## src/rtl/exotiny_spi_master.sv

```systemverilog
// -----------------------------------------------------------------------------
// exotiny_spi_master
//
// SPI master for the exotiny peripheral bus. It takes one word per valid/ready
// handshake and shifts it out on sdo while shifting the reply in from sdi. The
// word width, number of chip selects, clock divider, CPOL and CPHA are all
// configurable. A word sent with tx_last_i=0 keeps its chip select low, so the
// next word goes back to back under the same CS assertion.
//
// Optional feature (compile-time macro EXOTINY_SPI_LSB_FIRST_EN):
//   When the macro is defined, input cfg_lsb_first_i selects LSB-first order for
//   both tx and rx. It is latched with the rest of the config at the IDLE
//   handshake. rx_data_o always keeps the natural bit order. When the macro is
//   undefined the port does not exist and the order is always MSB first.
//
// Parameters:
//   DW      bits per word (4..32)
//   NUM_CS  number of active-low chip selects (1..8)
//   DIV_W   width of the divider config field
//   CSW     width of the CS select field (derived from NUM_CS)
//
// Ports:
//   clk_i, rst_i        system clock, asynchronous active-high reset
//   cfg_div_i           half-period H = cfg_div_i + 1 clk cycles
//   cfg_cpol_i          SCK idle level
//   cfg_cpha_i          0: sample on leading edge, 1: sample on trailing edge
//   cs_sel_i            chip select index; values >= NUM_CS assert no line
//   tx_valid_i/ready_o  word handshake
//   tx_data_i           word to send
//   tx_last_i           release CS after this word
//   rx_valid_o          one-cycle pulse; rx_data_o is valid
//   rx_data_o           received word, held until the next word completes
//   busy_o              high whenever the engine is not in IDLE
//   spi_sck_o/sdo_o     serial clock and serial data out
//   spi_sdi_i           serial data in
//   spi_cs_on           chip selects, active low
// -----------------------------------------------------------------------------
module exotiny_spi_master #(
    parameter  int DW     = 8,
    parameter  int NUM_CS = 2,
    parameter  int DIV_W  = 8,
    localparam int CSW    = (NUM_CS > 1) ? $clog2(NUM_CS) : 1
) (
    input  logic              clk_i,
    input  logic              rst_i,
    input  logic [DIV_W-1:0]  cfg_div_i,
    input  logic              cfg_cpol_i,
    input  logic              cfg_cpha_i,
`ifdef EXOTINY_SPI_LSB_FIRST_EN
    input  logic              cfg_lsb_first_i,
`endif
    input  logic [CSW-1:0]    cs_sel_i,
    input  logic              tx_valid_i,
    output logic              tx_ready_o,
    input  logic [DW-1:0]     tx_data_i,
    input  logic              tx_last_i,
    output logic              rx_valid_o,
    output logic [DW-1:0]     rx_data_o,
    output logic              busy_o,
    output logic              spi_sck_o,
    output logic              spi_sdo_o,
    input  logic              spi_sdi_i,
    output logic [NUM_CS-1:0] spi_cs_on
);

    // The edge counter must reach 2*DW. The half-period counter is one bit
    // wider than the divider, so an all-ones divider gives H = 2^DIV_W.
    localparam int             EW        = $clog2(2 * DW + 1);
    localparam logic [EW-1:0]  LAST_EDGE = EW'(2 * DW - 1);
    localparam logic [DIV_W:0] CNT_ONE   = (DIV_W + 1)'(1);

    typedef enum logic [2:0] {
        ST_IDLE,
        ST_SETUP,
        ST_SHIFT,
        ST_HOLD,
        ST_WAIT,
        ST_RELEASE
    } state_t;

    state_t state_q, state_d;

    logic [DIV_W:0]    cnt_q;
    logic [EW-1:0]     edge_cnt_q;
    logic [DIV_W-1:0]  div_q;
    logic              cpol_q;
    logic              cpha_q;
    logic              last_q;
    logic [DW-1:0]     tx_sh_q;
    logic [DW-1:0]     rx_sh_q;
    logic [DW-1:0]     rx_data_q;
    logic              rx_valid_q;
    logic              tx_ready_q;
    logic              sck_q;
    logic              sdo_q;
    logic [NUM_CS-1:0] cs_n_q;

    logic              handshake;
    logic              half_done;
    logic              sck_edge;
    logic              final_edge;
    logic              odd_edge;
    logic              sample;
    logic              shift_out;
    logic [DW-1:0]     rx_sh_d;
    logic [DIV_W:0]    h_load;
    logic              cpha_eff;
    logic [DW-1:0]     tx_word;
    logic [DW-1:0]     rx_word;

    // A select value outside 0..NUM_CS-1 matches no line, so the word still
    // shifts out but no CS line goes low.
    function automatic logic [NUM_CS-1:0] cs_decode(input logic [CSW-1:0] sel);
        logic [NUM_CS-1:0] v;
        v = '1;
        for (int i = 0; i < NUM_CS; i++) begin
            if (sel == CSW'(i)) v[i] = 1'b0;
        end
        return v;
    endfunction

`ifdef EXOTINY_SPI_LSB_FIRST_EN
    logic lsb_q;
    logic lsb_eff;

    function automatic logic [DW-1:0] bit_rev(input logic [DW-1:0] v);
        logic [DW-1:0] r;
        for (int i = 0; i < DW; i++) r[i] = v[DW-1-i];
        return r;
    endfunction

    // Reversing the word at both ends lets the shifters always work MSB first.
    assign lsb_eff = (state_q == ST_IDLE) ? cfg_lsb_first_i : lsb_q;
    assign tx_word = lsb_eff ? bit_rev(tx_data_i) : tx_data_i;
    assign rx_word = lsb_q ? bit_rev(rx_sh_d) : rx_sh_d;

    always_ff @(posedge clk_i or posedge rst_i) begin
        if (rst_i) begin
            lsb_q <= 1'b0;
        end else if (state_q == ST_IDLE && handshake) begin
            lsb_q <= cfg_lsb_first_i;
        end
    end
`else
    assign tx_word = tx_data_i;
    assign rx_word = rx_sh_d;
`endif

    // At the IDLE handshake the config is being latched on the same edge, so
    // use the live inputs. In WAIT, use the values latched for this CS frame.
    assign cpha_eff = (state_q == ST_IDLE) ? cfg_cpha_i : cpha_q;
    assign h_load   = ((state_q == ST_IDLE) ? {1'b0, cfg_div_i} : {1'b0, div_q}) + CNT_ONE;
    assign odd_edge = ~edge_cnt_q[0];   // edge_cnt_q counts the edges already done

    always_ff @(posedge clk_i or posedge rst_i) begin
        if (rst_i) begin
            state_q <= ST_IDLE;
        end else begin
            state_q <= state_d;
        end
    end

    // NOTE: every signal assigned in this block gets a default first, so no
    // path through the case statement can leave one unassigned and infer a latch.
    always_comb begin
        state_d    = state_q;
        handshake  = tx_valid_i && tx_ready_q;
        half_done  = (cnt_q == CNT_ONE);
        sck_edge   = 1'b0;
        final_edge = 1'b0;
        sample     = 1'b0;
        shift_out  = 1'b0;

        if (state_q == ST_SHIFT && half_done) begin
            sck_edge   = 1'b1;
            final_edge = (edge_cnt_q == LAST_EDGE);
            // CPHA=0 samples on odd edges and shifts on even edges. CPHA=1 is
            // the other way round. CPHA=0 skips the shift after the final edge
            // so sdo keeps showing the last bit.
            sample     = odd_edge ^ cpha_q;
            shift_out  = cpha_q ? odd_edge : (~odd_edge && ~final_edge);
        end

        rx_sh_d = sample ? {rx_sh_q[DW-2:0], spi_sdi_i} : rx_sh_q;

        case (state_q)
            ST_IDLE:    if (handshake)               state_d = ST_SETUP;
            ST_SETUP:   if (half_done)               state_d = ST_SHIFT;
            ST_SHIFT:   if (final_edge)              state_d = ST_HOLD;
            ST_HOLD:    if (half_done)               state_d = last_q ? ST_RELEASE : ST_WAIT;
            ST_WAIT:    if (handshake)               state_d = ST_SHIFT;
            ST_RELEASE: if (half_done)               state_d = ST_IDLE;
            default:                                 state_d = ST_IDLE;
        endcase
    end

    // NOTE: state elements use non-blocking assignments only, so every
    // right-hand side here reads the pre-edge value no matter the statement order.
    always_ff @(posedge clk_i or posedge rst_i) begin
        if (rst_i) begin
            cnt_q      <= '0;
            edge_cnt_q <= '0;
            div_q      <= '0;
            cpol_q     <= 1'b0;
            cpha_q     <= 1'b0;
            last_q     <= 1'b0;
            tx_sh_q    <= '0;
            rx_sh_q    <= '0;
            rx_data_q  <= '0;
            rx_valid_q <= 1'b0;
            tx_ready_q <= 1'b0;
            sck_q      <= 1'b0;
            sdo_q      <= 1'b0;
            cs_n_q     <= '1;
        end else begin
            rx_valid_q <= final_edge;
            tx_ready_q <= (state_d == ST_IDLE) || (state_d == ST_WAIT);
            rx_sh_q    <= rx_sh_d;

            // Reload the half-period counter on every state change and every
            // SCK edge. Each timed interval therefore lasts exactly H cycles.
            if (state_d != state_q || sck_edge) begin
                cnt_q <= h_load;
            end else if (cnt_q != '0) begin
                cnt_q <= cnt_q - CNT_ONE;
            end

            if (state_q == ST_IDLE) begin
                sck_q <= cfg_cpol_i;
                if (handshake) begin
                    div_q  <= cfg_div_i;
                    cpol_q <= cfg_cpol_i;
                    cpha_q <= cfg_cpha_i;
                    cs_n_q <= cs_decode(cs_sel_i);
                end
            end else if (sck_edge) begin
                sck_q <= ~sck_q;
            end

            if (handshake) begin
                last_q     <= tx_last_i;
                edge_cnt_q <= '0;
                if (!cpha_eff) begin
                    // CPHA=0: the first bit must be on sdo before the first edge.
                    sdo_q   <= tx_word[DW-1];
                    tx_sh_q <= {tx_word[DW-2:0], 1'b0};
                end else begin
                    tx_sh_q <= tx_word;
                end
            end else begin
                if (shift_out) begin
                    sdo_q   <= tx_sh_q[DW-1];
                    tx_sh_q <= {tx_sh_q[DW-2:0], 1'b0};
                end
                if (sck_edge) begin
                    edge_cnt_q <= edge_cnt_q + EW'(1);
                end
            end

            // Include the bit sampled on this same edge (CPHA=1 samples on the final edge).
            if (final_edge) begin
                rx_data_q <= rx_word;
            end

            if (state_d == ST_RELEASE && state_q != ST_RELEASE) begin
                cs_n_q <= '1;
                sdo_q  <= 1'b0;
                sck_q  <= cpol_q;
            end
        end
    end

    assign tx_ready_o = tx_ready_q;
    assign rx_valid_o = rx_valid_q;
    assign rx_data_o  = rx_data_q;
    assign busy_o     = (state_q != ST_IDLE);
    assign spi_sck_o  = sck_q;
    assign spi_sdo_o  = sdo_q;
    assign spi_cs_on  = cs_n_q;

endmodule

```

## config.mk

```make
export PLATFORM = sky130hd
export DESIGN_NAME = exotiny_spi_master
export DESIGN_NICKNAME = d
export VERILOG_FILES = /design/src/rtl/exotiny_spi_master.sv
export SDC_FILE = /design/constraint.sdc
export NUM_CORES = 1
export LEC_CHECK = 0
export CORE_UTILIZATION = 50
export DETAILED_ROUTE_END_ITERATION = 8
export HOLD_SLACK_MARGIN = 0.06
export PLACE_DENSITY = 0.76
export SLEW_MARGIN = 10
export SYNTH_ARGS = -nofsm -noshare
export SYNTH_HDL_FRONTEND = slang
export SYNTH_SLANG_ARGS = --single-unit
```

## constraint.sdc

```tcl
create_clock -name clk_i -period 2.1 [get_ports clk_i]
set_input_delay 0.21 -clock clk_i [delete_from_list [all_inputs] [get_ports clk_i]]
set_output_delay 0.21 -clock clk_i [all_outputs]
set_load 0.02 [all_outputs]
```

==> impl_metrics.py <==
metrics = {
    "grt": {
        "track_usage": 0.2181,
        "grt_max_degree": 48,
        "grt_pass1_vias": 2399,
        "grt-ovfl-total": 0,
        "antenna_found_initial": 0,
        "grt_first_pass_wirelength_um": 10700,
    },
    "floorplan": {
        "io_pins": 39,
        "num_rows": 28,
        "fp.dieArea_um2": 6407,
        "core_area_um2": 5886,
        "dieHeight_um": 80.05,
        "die_w_um": 80.05,
        "start_util": 0.5174,
    },
    "synthesis": {
        "yosysSeqAreaShare": 0.4774,
        "yosysWarnings": 0,
        "syn_nets": 331,
        "synth_top_area_frac": 0.4601,
        "synthArstFlopShare": 1.000,
        "synthFlopType": "dfrtp_1",
        "synth_top_area_cell": "dfrtp_1",
        "synth_area_per_cell_um2": 10.12,
        "synth_area_leaders": "dfrtp_1 46%, mux2i_1 7.2%, nand2_1 6.9%",
        "synth_edf_count": 0,
        "syn_area_um2": 3045,
        "synthCells": 301,
        "synth_cell_types": 40,
        "ys_seq_elements": 58,
    },
    "placed_design": {
        "dp_cells": 429,
        "place.gp.congestion": 0.8602,
        "dp_hpwl_um": 4525,
        "port_buffers": 38,
        "dpl_cell_area_um2": 3689,
    },
    "route": {
        "wl_um": 6341,
        "vias": 2349,
        "via_per_inst": 5.232,
        "dr.pass1.iters": 4,
        "ant_nets": 0,
        "drc": 0,
        "drt_iter0_markers": 71,
        "wl_per_cell_um": 14.12,
    },
    "clocking": {
        "cts_tree": "done",
        "clock-sinks": 58,
        "clk_pin_slew_ps": 70,
        "clk_path_buf_depth": 2,
        "cts.htree.levels": 3,
        "hold_buffers": 0,
        "worst_skew_pair.late_latency_ps": 330,
        "cts_root_buffer": "clkbuf_8",
        "cts_buffers": 9,
    },
    "power": {
        "switching_share": 0.3457,
        "cellPowerDensity_nw_per_um2": 1096,
        "ir_worst_vdd_uv": 705.2,
        "p_comb_frac": 0.386,
        "clockPowerShare": 0.208,
        "intPower_mw": 2.838,
        "p_sw_mw": 1.500,
        "pwr-share-seq": 0.406,
        "leakagePower_nw": 1.797,
    },
    "setup_path": {
        "worstPathArrival_ps": 2270,
        "cp.required_ps": 2310,
        "path_max_fanout": 8,
        "r2r_setup_slack_ps": 40,
        "crit_type": "register to register",
        "end_kind": "register",
        "cp-start-kind": "register",
    },
    "sta": {
        "tns_ps": 0,
        "max_freq_ghz": 0.4863,
        "rsz0062_at_grt": "yes",
        "slew_violations": 0,
        "slew_headroom": 0.6447,
        "hold_violations": 0,
        "fin_skew_ps": 9.041,
        "fin_crit_sh": 0.9793,
        "fin_crit_ps": 2056,
        "tightest_slew_ps": 528.0,
        "finalSetupViolCount": 0,
    },
    "layout": {
        "fillerInstances": 489,
        "final_area_um2": 3958,
        "layout_common_cells": "56 x nand2_1, 55 x dfrtp_1, 37 x clkdlybuf4s50_1",
        "drive_above_1_share": 0.1952,
        "diodes": 0,
        "areaGrowthSynthToFinish_pct": 29.95,
        "final_common_cell": "nand2_1",
        "layout.nets": 399,
        "regArea_um2": 1455,
        "fin_cells": 449,
        "multi_input_area_um2": 1583,
    },
    "run_status": {
        "outcome": "finished, final reports clean",
    },
    "worst_hold_path": {
        "min-delay-path-class": "input pin to asynchronous set/reset pin",
    },
    "run": {
        "drv_cap": 0,
    },
}
cells by family (layout without fill, tap and decap cells):
logic type,after synthesis,after routing,synth area share
simple gates,122,122,0.2046
flops,58,58,0.4774
compound gates,41,41,0.08341
mux,41,41,0.1426
buf+inv,18,91,0.02424
xor+xnor,15,15,0.04314
fa+ha+maj,6,6,0.02465
stage by stage:
| stage | hold slack [ps] | setup WS [ps] | util | total power [mW] |
|---|---|---|---|---|
| after detailed placement | 462.1 | 10.12 | 0.6267 | 3.353 |
| after CTS | 124.4 | -3.714 | 0.6580 | 4.282 |
| after floorplan | 315.4 | -59.23 | - | 2.781 |
| after global placement | 458.1 | 75.13 | 0.6267 | 3.286 |
| after global routing | 154.7 | -52.46 | 0.6724 | 4.633 |
| final | 127.4 | 43.55 | 0.6724 | 4.338 |
power groups by stage:
stage	Sequential, mW	Clock (mW)	Combinational, mW
after floorplan	1.77	0	1.01
after global placement	1.76	0	1.53
after detailed placement	1.77	0	1.58
after CTS	1.76	0.923	1.60
after global routing	1.80	0.968	1.86
final	1.76	0.903	1.67
layer usage:
layer,GRT usage,vias up,wire length (µm)
li1,-,1187,-
met4,0.1036,0,119
met1,0.2855,1111,3097
met5,0,-,0
met2,0.3487,41,2962
met3,0.03886,10,162
flip-flops by register name (all words and copies together) (netlist names):
| signal | count |
|---|---|
| spi_sdo_o | 1 |
| state_q | 3 |
| spi_cs_on | 2 |
| tx_ready_o | 1 |
| cnt_q | 9 |
| edge_cnt_q | 5 |
| spi_sck_o | 1 |
| rx_valid_o | 1 |
| cpol_q | 1 |
| rx_data_o | 8 |
| cpha_q | 1 |
| tx_sh_q | 8 |
| last_q | 1 |
| rx_sh_q | 8 |
| div_q | 8 |
cell type report:
type,instances,area share
Multi-Input combinational cell,225,0.3999
Sequential cell,58,0.3677
Timing Repair Buffer,67,0.1571
Clock buffer,13,0.04015
Tap cell,75,0.02371
Inverter,8,0.007588
Clock inverter,3,0.003794
synthesized netlist by cell type, drive strengths merged (2+ instances only):
library cell,n
a211oi,10
a21oi,13
and2,2
and3,4
and4,3
buf,5
clkbuf,5
dfrtp,56
dfstp,2
ha,6
inv,8
mux2,19
mux2i,22
nand2,56
nand3,6
nand4,4
nor2,18
nor2b,11
nor3,4
nor3b,5
nor4,4
o21ai,11
or3,3
xnor2,8
xor2,7
worst max-delay path: stages, from the launching register on:
cell     delay, ps
dfrtp_2        430
nor4_4         300
and4_1         240
nor3b_4        220
buf_12         160
mux2_4         320
mux2_4         270
repair_timing:
action	CTS	global route
gates resized for setup	2	18
pin swaps	0	3
endpoints found under the setup margin	6	10
endpoints found under the hold margin	0	0
cloned	0	0
buffers inserted	1	3
worst paths after layout:
path	from	end	cells after the start
worst max-delay path	cnt_q[4]	rx_data_o[6]	6
worst min-delay path	rst_i	div_q[6]	2
worst max register to register	cnt_q[4]	rx_data_o[6]	6
worst min register to register	div_q[7]	div_q[7]	2
max in group asynchronous	rst_i	spi_cs_on[1]	3
min in group clk_i	cfg_cpol_i	cpol_q	3
No activity file was read; power rests on OpenSTA's default activity.
==> RTL change 1: new RTL, same settings <==
The parameter `NUM_CS` goes from 2 to 4.
--- a/src/rtl/exotiny_spi_master.sv
+++ b/src/rtl/exotiny_spi_master.sv
@@ -37,7 +37,7 @@
 // -----------------------------------------------------------------------------
 module exotiny_spi_master #(
     parameter  int DW     = 8,
-    parameter  int NUM_CS = 2,
+    parameter  int NUM_CS = 4,
     parameter  int DIV_W  = 8,
     localparam int CSW    = (NUM_CS > 1) ? $clog2(NUM_CS) : 1
 ) (
Interface: changed (resized cs_sel_i and spi_cs_on); port bits go from 39 to 42. The function was not compared with the original's and may differ.
==> RTL change 1 against the original RTL <==
Cell area increased by 5.8%; global-route usage decreased by 1.5 points; largest cell class unchanged; clock skew about the same; count of clock-buffer cells in the layout decreased by 4; worst setup slack improved by 65 ps; total power increased by 15%; sequential cell count increased by 2; critical path depth increased by 1; cell count increased by 1.6%; routed wire length increased by 2.6%; core utilization decreased by 1.3 points; area after synthesis increased by 8.0%; critical path type unchanged.
==> RTL change 1: results (changes against the original RTL) <==
{| class="wikitable"
! Metric !! Value
|-
| Metal3 WL || 221 microns (was 162 microns)
|-
| DRT met1 WL || 2990 microns (was 3100 microns)
|-
| Most frequent cells after synthesis || 56 x sky130_fd_sc_hd__dfrtp_1, 31 x sky130_fd_sc_hd__nand2_1, 20 x sky130_fd_sc_hd__mux2i_1 (was 56 x sky130_fd_sc_hd__dfrtp_1, 56 x sky130_fd_sc_hd__nand2_1, 22 x sky130_fd_sc_hd__mux2i_1)
|-
| Pin count of the biggest net entering global routing || 27 (was 48)
|-
| Post-layout nets || 405 (was 399)
|-
| Global routing usage on met3 || 3.38% (was 3.89%)
|-
| Unique masters post-synth || 45 (was 40)
|-
| Vias per std cell || 5.51 (was 5.23)
|-
| First-pass GRT wire length || 11300 microns (was 10700 microns)
|-
| Status || finished, final reports clean (unchanged)
|-
| DP Cell Count || 434 (was 429)
|-
| Total Routing Usage GR || 20.3% (was 21.8%)
|-
| Non-filler instance count after layout || 456 (was 449)
|-
| Sum of routed wire length over all layers || 6510 microns (was 6340 microns)
|-
| Met2 routed WL || 3260 microns (was 2960 microns)
|-
| Cell types with the largest area share after synthesis || sky130_fd_sc_hd__dfrtp_1 43%, sky130_fd_sc_hd__mux2_4 8.7%, sky130_fd_sc_hd__mux2i_1 6.1%, sky130_fd_sc_hd__nand2_1 3.5%, sky130_fd_sc_hd__dfstp_2 3.2% (was sky130_fd_sc_hd__dfrtp_1 46%, sky130_fd_sc_hd__mux2i_1 7.2%, sky130_fd_sc_hd__nand2_1 6.9%, sky130_fd_sc_hd__mux2_2 4.1%, sky130_fd_sc_hd__mux2_1 3.0%)
|-
| R2r worst-path depth || 7 (was 6)
|-
| Filler Cells Inserted || 469 (was 489)
|-
| Detailed Place HPWL || 4740 microns (was 4520 microns)
|-
| Share of cell area taken by muxes after synthesis || 17.8% (was 14.3%)
|-
| Number of nets produced by synthesis || 339 (was 331)
|-
| Maximum resistive drop on vdd || 0.644 mV (was 0.705 mV)
|-
| Fraction of the mapped netlist area in compound gates || 10.5% (was 8.34%)
|-
| Maximum single-stage delay on the critical path || 390 ps (was 430 ps)
|-
| Cell area reported after detailed placement || 3910 sq um (was 3690 sq um)
|}
-- RTL change 1: worst max path at each step --
stage,start,endpoint,slack [ps],cells past startpoint
after floorplan,edge_cnt_q[0]$_DFFE_PP0P_,spi_sdo_o$_DFFE_PP0P_,20,8
after global placement,edge_cnt_q[1]$_DFFE_PP0P_,cnt_q[2]$_DFFE_PP0P_,20,9
after detailed placement,cnt_q[1]$_DFFE_PP0P_,rx_data_o[3]$_DFFE_PP0P_,-80,7
after CTS,cnt_q[1]$_DFFE_PP0P_,rx_data_o[1]$_DFFE_PP0P_,10,7
after global routing,cnt_q[1]$_DFFE_PP0P_,rx_data_o[3]$_DFFE_PP0P_,2,7
final,cnt_q[1]$_DFFE_PP0P_,rx_data_o[1]$_DFFE_PP0P_,110,7
-- RTL change 1: through the flow --
stage / hold slack, ps / TNS, ps / util [%]
global route: 251 / 0 / 66.0
detailed placement: 482 / -783 / 61.5
finish: 226 / 0 / 66.0
floorplan: 327 / 0 / -
global placement: 487 / 0 / 61.5
CTS: 227 / 0 / 64.7
-- RTL change 1: cell type report --
cell class              instances  area (sq um)  share of cell area [%]
clock inverters                 7          76.3                    1.82
clock buffers                   9           124                    2.96
inverters                      11          41.3                   0.986
repair buffers                 70           646                    15.4
well taps                      77          96.3                    2.30
multi-input cells             222          1700                    40.6
flip-flops and latches         60          1510                    36.0
-- RTL change 1: power breakdown --
group | internal (W) | switching (W)
sequential | 0.00154 | 0.000294
clock | 0.000553 | 0.000472
combinational | 0.00108 | 0.00105
-- RTL change 1: timing repair --
item                                    4_1_cts  5_1_grt
cloned                                        0        1
setup buffers                                 0        5
resized for setup                             2       11
pin swaps                                     0        4
endpoints found under the setup margin       16       24
==> RTL change 2: new RTL, same settings <==
Without the edit above. One comparison of `edge_cnt_q` changes from == to >=.
--- a/src/rtl/exotiny_spi_master.sv
+++ b/src/rtl/exotiny_spi_master.sv
@@ -173,7 +173,7 @@
 
         if (state_q == ST_SHIFT && half_done) begin
             sck_edge   = 1'b1;
-            final_edge = (edge_cnt_q == LAST_EDGE);
+            final_edge = (edge_cnt_q >= LAST_EDGE);
             // CPHA=0 samples on odd edges and shifts on even edges. CPHA=1 is
             // the other way round. CPHA=0 skips the shift after the final edge
             // so sdo keeps showing the last bit.
Formal check against the unedited RTL: same outputs for any inputs over 10 cycles, from zero or initial values and one cycle with rst_i high; that may be too few to reach the edited logic, so the function may still have changed.
==> RTL change 2 against the original RTL <==
Routed wire length up 19%; area after synthesis up 7.8%; clock power up 42%; sequential cell count unchanged; worst hold slack better by 99 ps; cell area up 8.8%; total power up 19%; via count up 17%; critical endpoint unchanged; worst setup slack better by 11 ps; core utilization up 0.58 points; fmax up 0.55%; synthesized cell count up 6.3%.
==> RTL change 2: results (changes against the original RTL) <==
{| class="wikitable"
! Metric !! Value
|-
| Status || finished, final reports clean (unchanged)
|-
| Sum of routed wire length over all layers || 7560 microns (was 6340 microns)
|-
| First-pass GRT wire length || 12500 microns (was 10700 microns)
|-
| Pin count of the biggest net entering global routing || 59 (was 48)
|-
| Drt first-iter violations || 78 (was 71)
|-
| Hold WS || 226 ps (was 127 ps)
|-
| Count of clock buffers in the final design || 9 (was 13)
|-
| Later-pin clock latency in the skew report || 350 ps (was 330 ps)
|-
| Routed WL per cell || 15.9 microns (was 14.1 microns)
|-
| Layout inverter count without the clock tree || 10 (was 8)
|-
| Detailed Place HPWL || 5230 microns (was 4520 microns)
|-
| Signal buffers || 81 (was 67)
|-
| Via count of the first global-routing pass || 2758 (was 2399)
|-
| Maximum resistive drop on vdd || 0.908 mV (was 0.705 mV)
|-
| Sequential cell area || 1450 sq um (was 1460 sq um)
|-
| Post-layout nets || 423 (was 399)
|-
| Total Routing Usage GR || 22.9% (was 21.8%)
|-
| Static leakage || 1.83 nW (was 1.80 nW)
|-
| Number of nets produced by synthesis || 350 (was 331)
|-
| Share of post-route cells with drive strength above 1 || 29.6% (was 19.5%)
|-
| Time the worst path needs with I/O delays and setup || 2050 ps (was 2060 ps)
|-
| Non-Clock Buffer Area Fraction || 16.9% (was 15.7%)
|-
| Filler Cells Inserted || 467 (was 489)
|-
| Share of the final layout cell area in multi-input gates || 40.5% (was 40.0%)
|-
| Vias per std cell || 5.79 (was 5.23)
|-
| Cell types with the largest area share after synthesis || sky130_fd_sc_hd__dfrtp_1 43%, sky130_fd_sc_hd__mux2_2 12%, sky130_fd_sc_hd__nand2_1 4.3%, sky130_fd_sc_hd__mux2i_1 3.0%, sky130_fd_sc_hd__nor3_1 2.7% (was sky130_fd_sc_hd__dfrtp_1 46%, sky130_fd_sc_hd__mux2i_1 7.2%, sky130_fd_sc_hd__nand2_1 6.9%, sky130_fd_sc_hd__mux2_2 4.1%, sky130_fd_sc_hd__mux2_1 3.0%)
|-
| Most frequent cells after synthesis || 56 x sky130_fd_sc_hd__dfrtp_1, 38 x sky130_fd_sc_hd__nand2_1, 36 x sky130_fd_sc_hd__mux2_2 (was 56 x sky130_fd_sc_hd__dfrtp_1, 56 x sky130_fd_sc_hd__nand2_1, 22 x sky130_fd_sc_hd__mux2i_1)
|-
| Cells after Synth || 320 (was 301)
|-
| Count of multi-input gates || 233 (was 225)
|-
| Fraction of the yosys area taken by sequential cells || 44.3% (was 47.7%)
|-
| Final clock-cell share || 5.78% (was 4.39%)
|}
[RTL change 2: cell types whose count changed after synthesis, moves of 10 or more]
cell                      change
sky130_fd_sc_hd__mux2i_1     -12
sky130_fd_sc_hd__mux2_2      +25
sky130_fd_sc_hd__a21oi_1     -10
sky130_fd_sc_hd__nor3_1      +16
sky130_fd_sc_hd__nand2_1     -18
[RTL change 2: stage by stage]
step	area (sq um)	utilization, %
global placement	4000	63.0
floorplan	3300	-
finish	4310	67.8
CTS	4260	67.1
detailed placement	4000	63.0
global route	4310	67.8
[RTL change 2: cells by family (layout without fill, tap and decap cells)]
group | after synthesis | in the layout | share of synthesized area (%)
buffers and inverters | 29 | 107 | 4.50
adder cells (fa/ha/maj) | 6 | 6 | 2.29
XOR/XNOR | 12 | 12 | 3.20
multiplexers | 47 | 47 | 15.9
AND/OR/NAND/NOR | 123 | 123 | 19.4
AO/OA/AOI/OAI | 45 | 45 | 10.5
flip-flops | 58 | 58 | 44.3
[RTL change 2: worst max-delay path, cell delays in order (launching register included)]
cell and delay, ps:
sky130_fd_sc_hd__dfrtp_1 400, sky130_fd_sc_hd__inv_2 90, sky130_fd_sc_hd__ha_4 130, sky130_fd_sc_hd__or4b_4 500, sky130_fd_sc_hd__a2111oi_4 310, sky130_fd_sc_hd__buf_12 180
sky130_fd_sc_hd__mux2_2 330
[RTL change 2: metal layers]
layer  global-route usage, %  up-vias  share of wire [%]
met1                    28.0     1312                 44
met3                    6.26       25                4.9
li1                        -     1318                  -
met2                    37.0       95                 48
met4                    12.1        0                2.5
met5                       0        -                  0
[RTL change 2: power by group]
| group | internal, W | leakage [nW] | switching [W] |
|---|---|---|---|
| registers | 0.00150 | 0.742 | 0.000327 |
| logic | 0.00105 | 0.962 | 0.00101 |
| clock network | 0.000799 | 0.124 | 0.000478 |
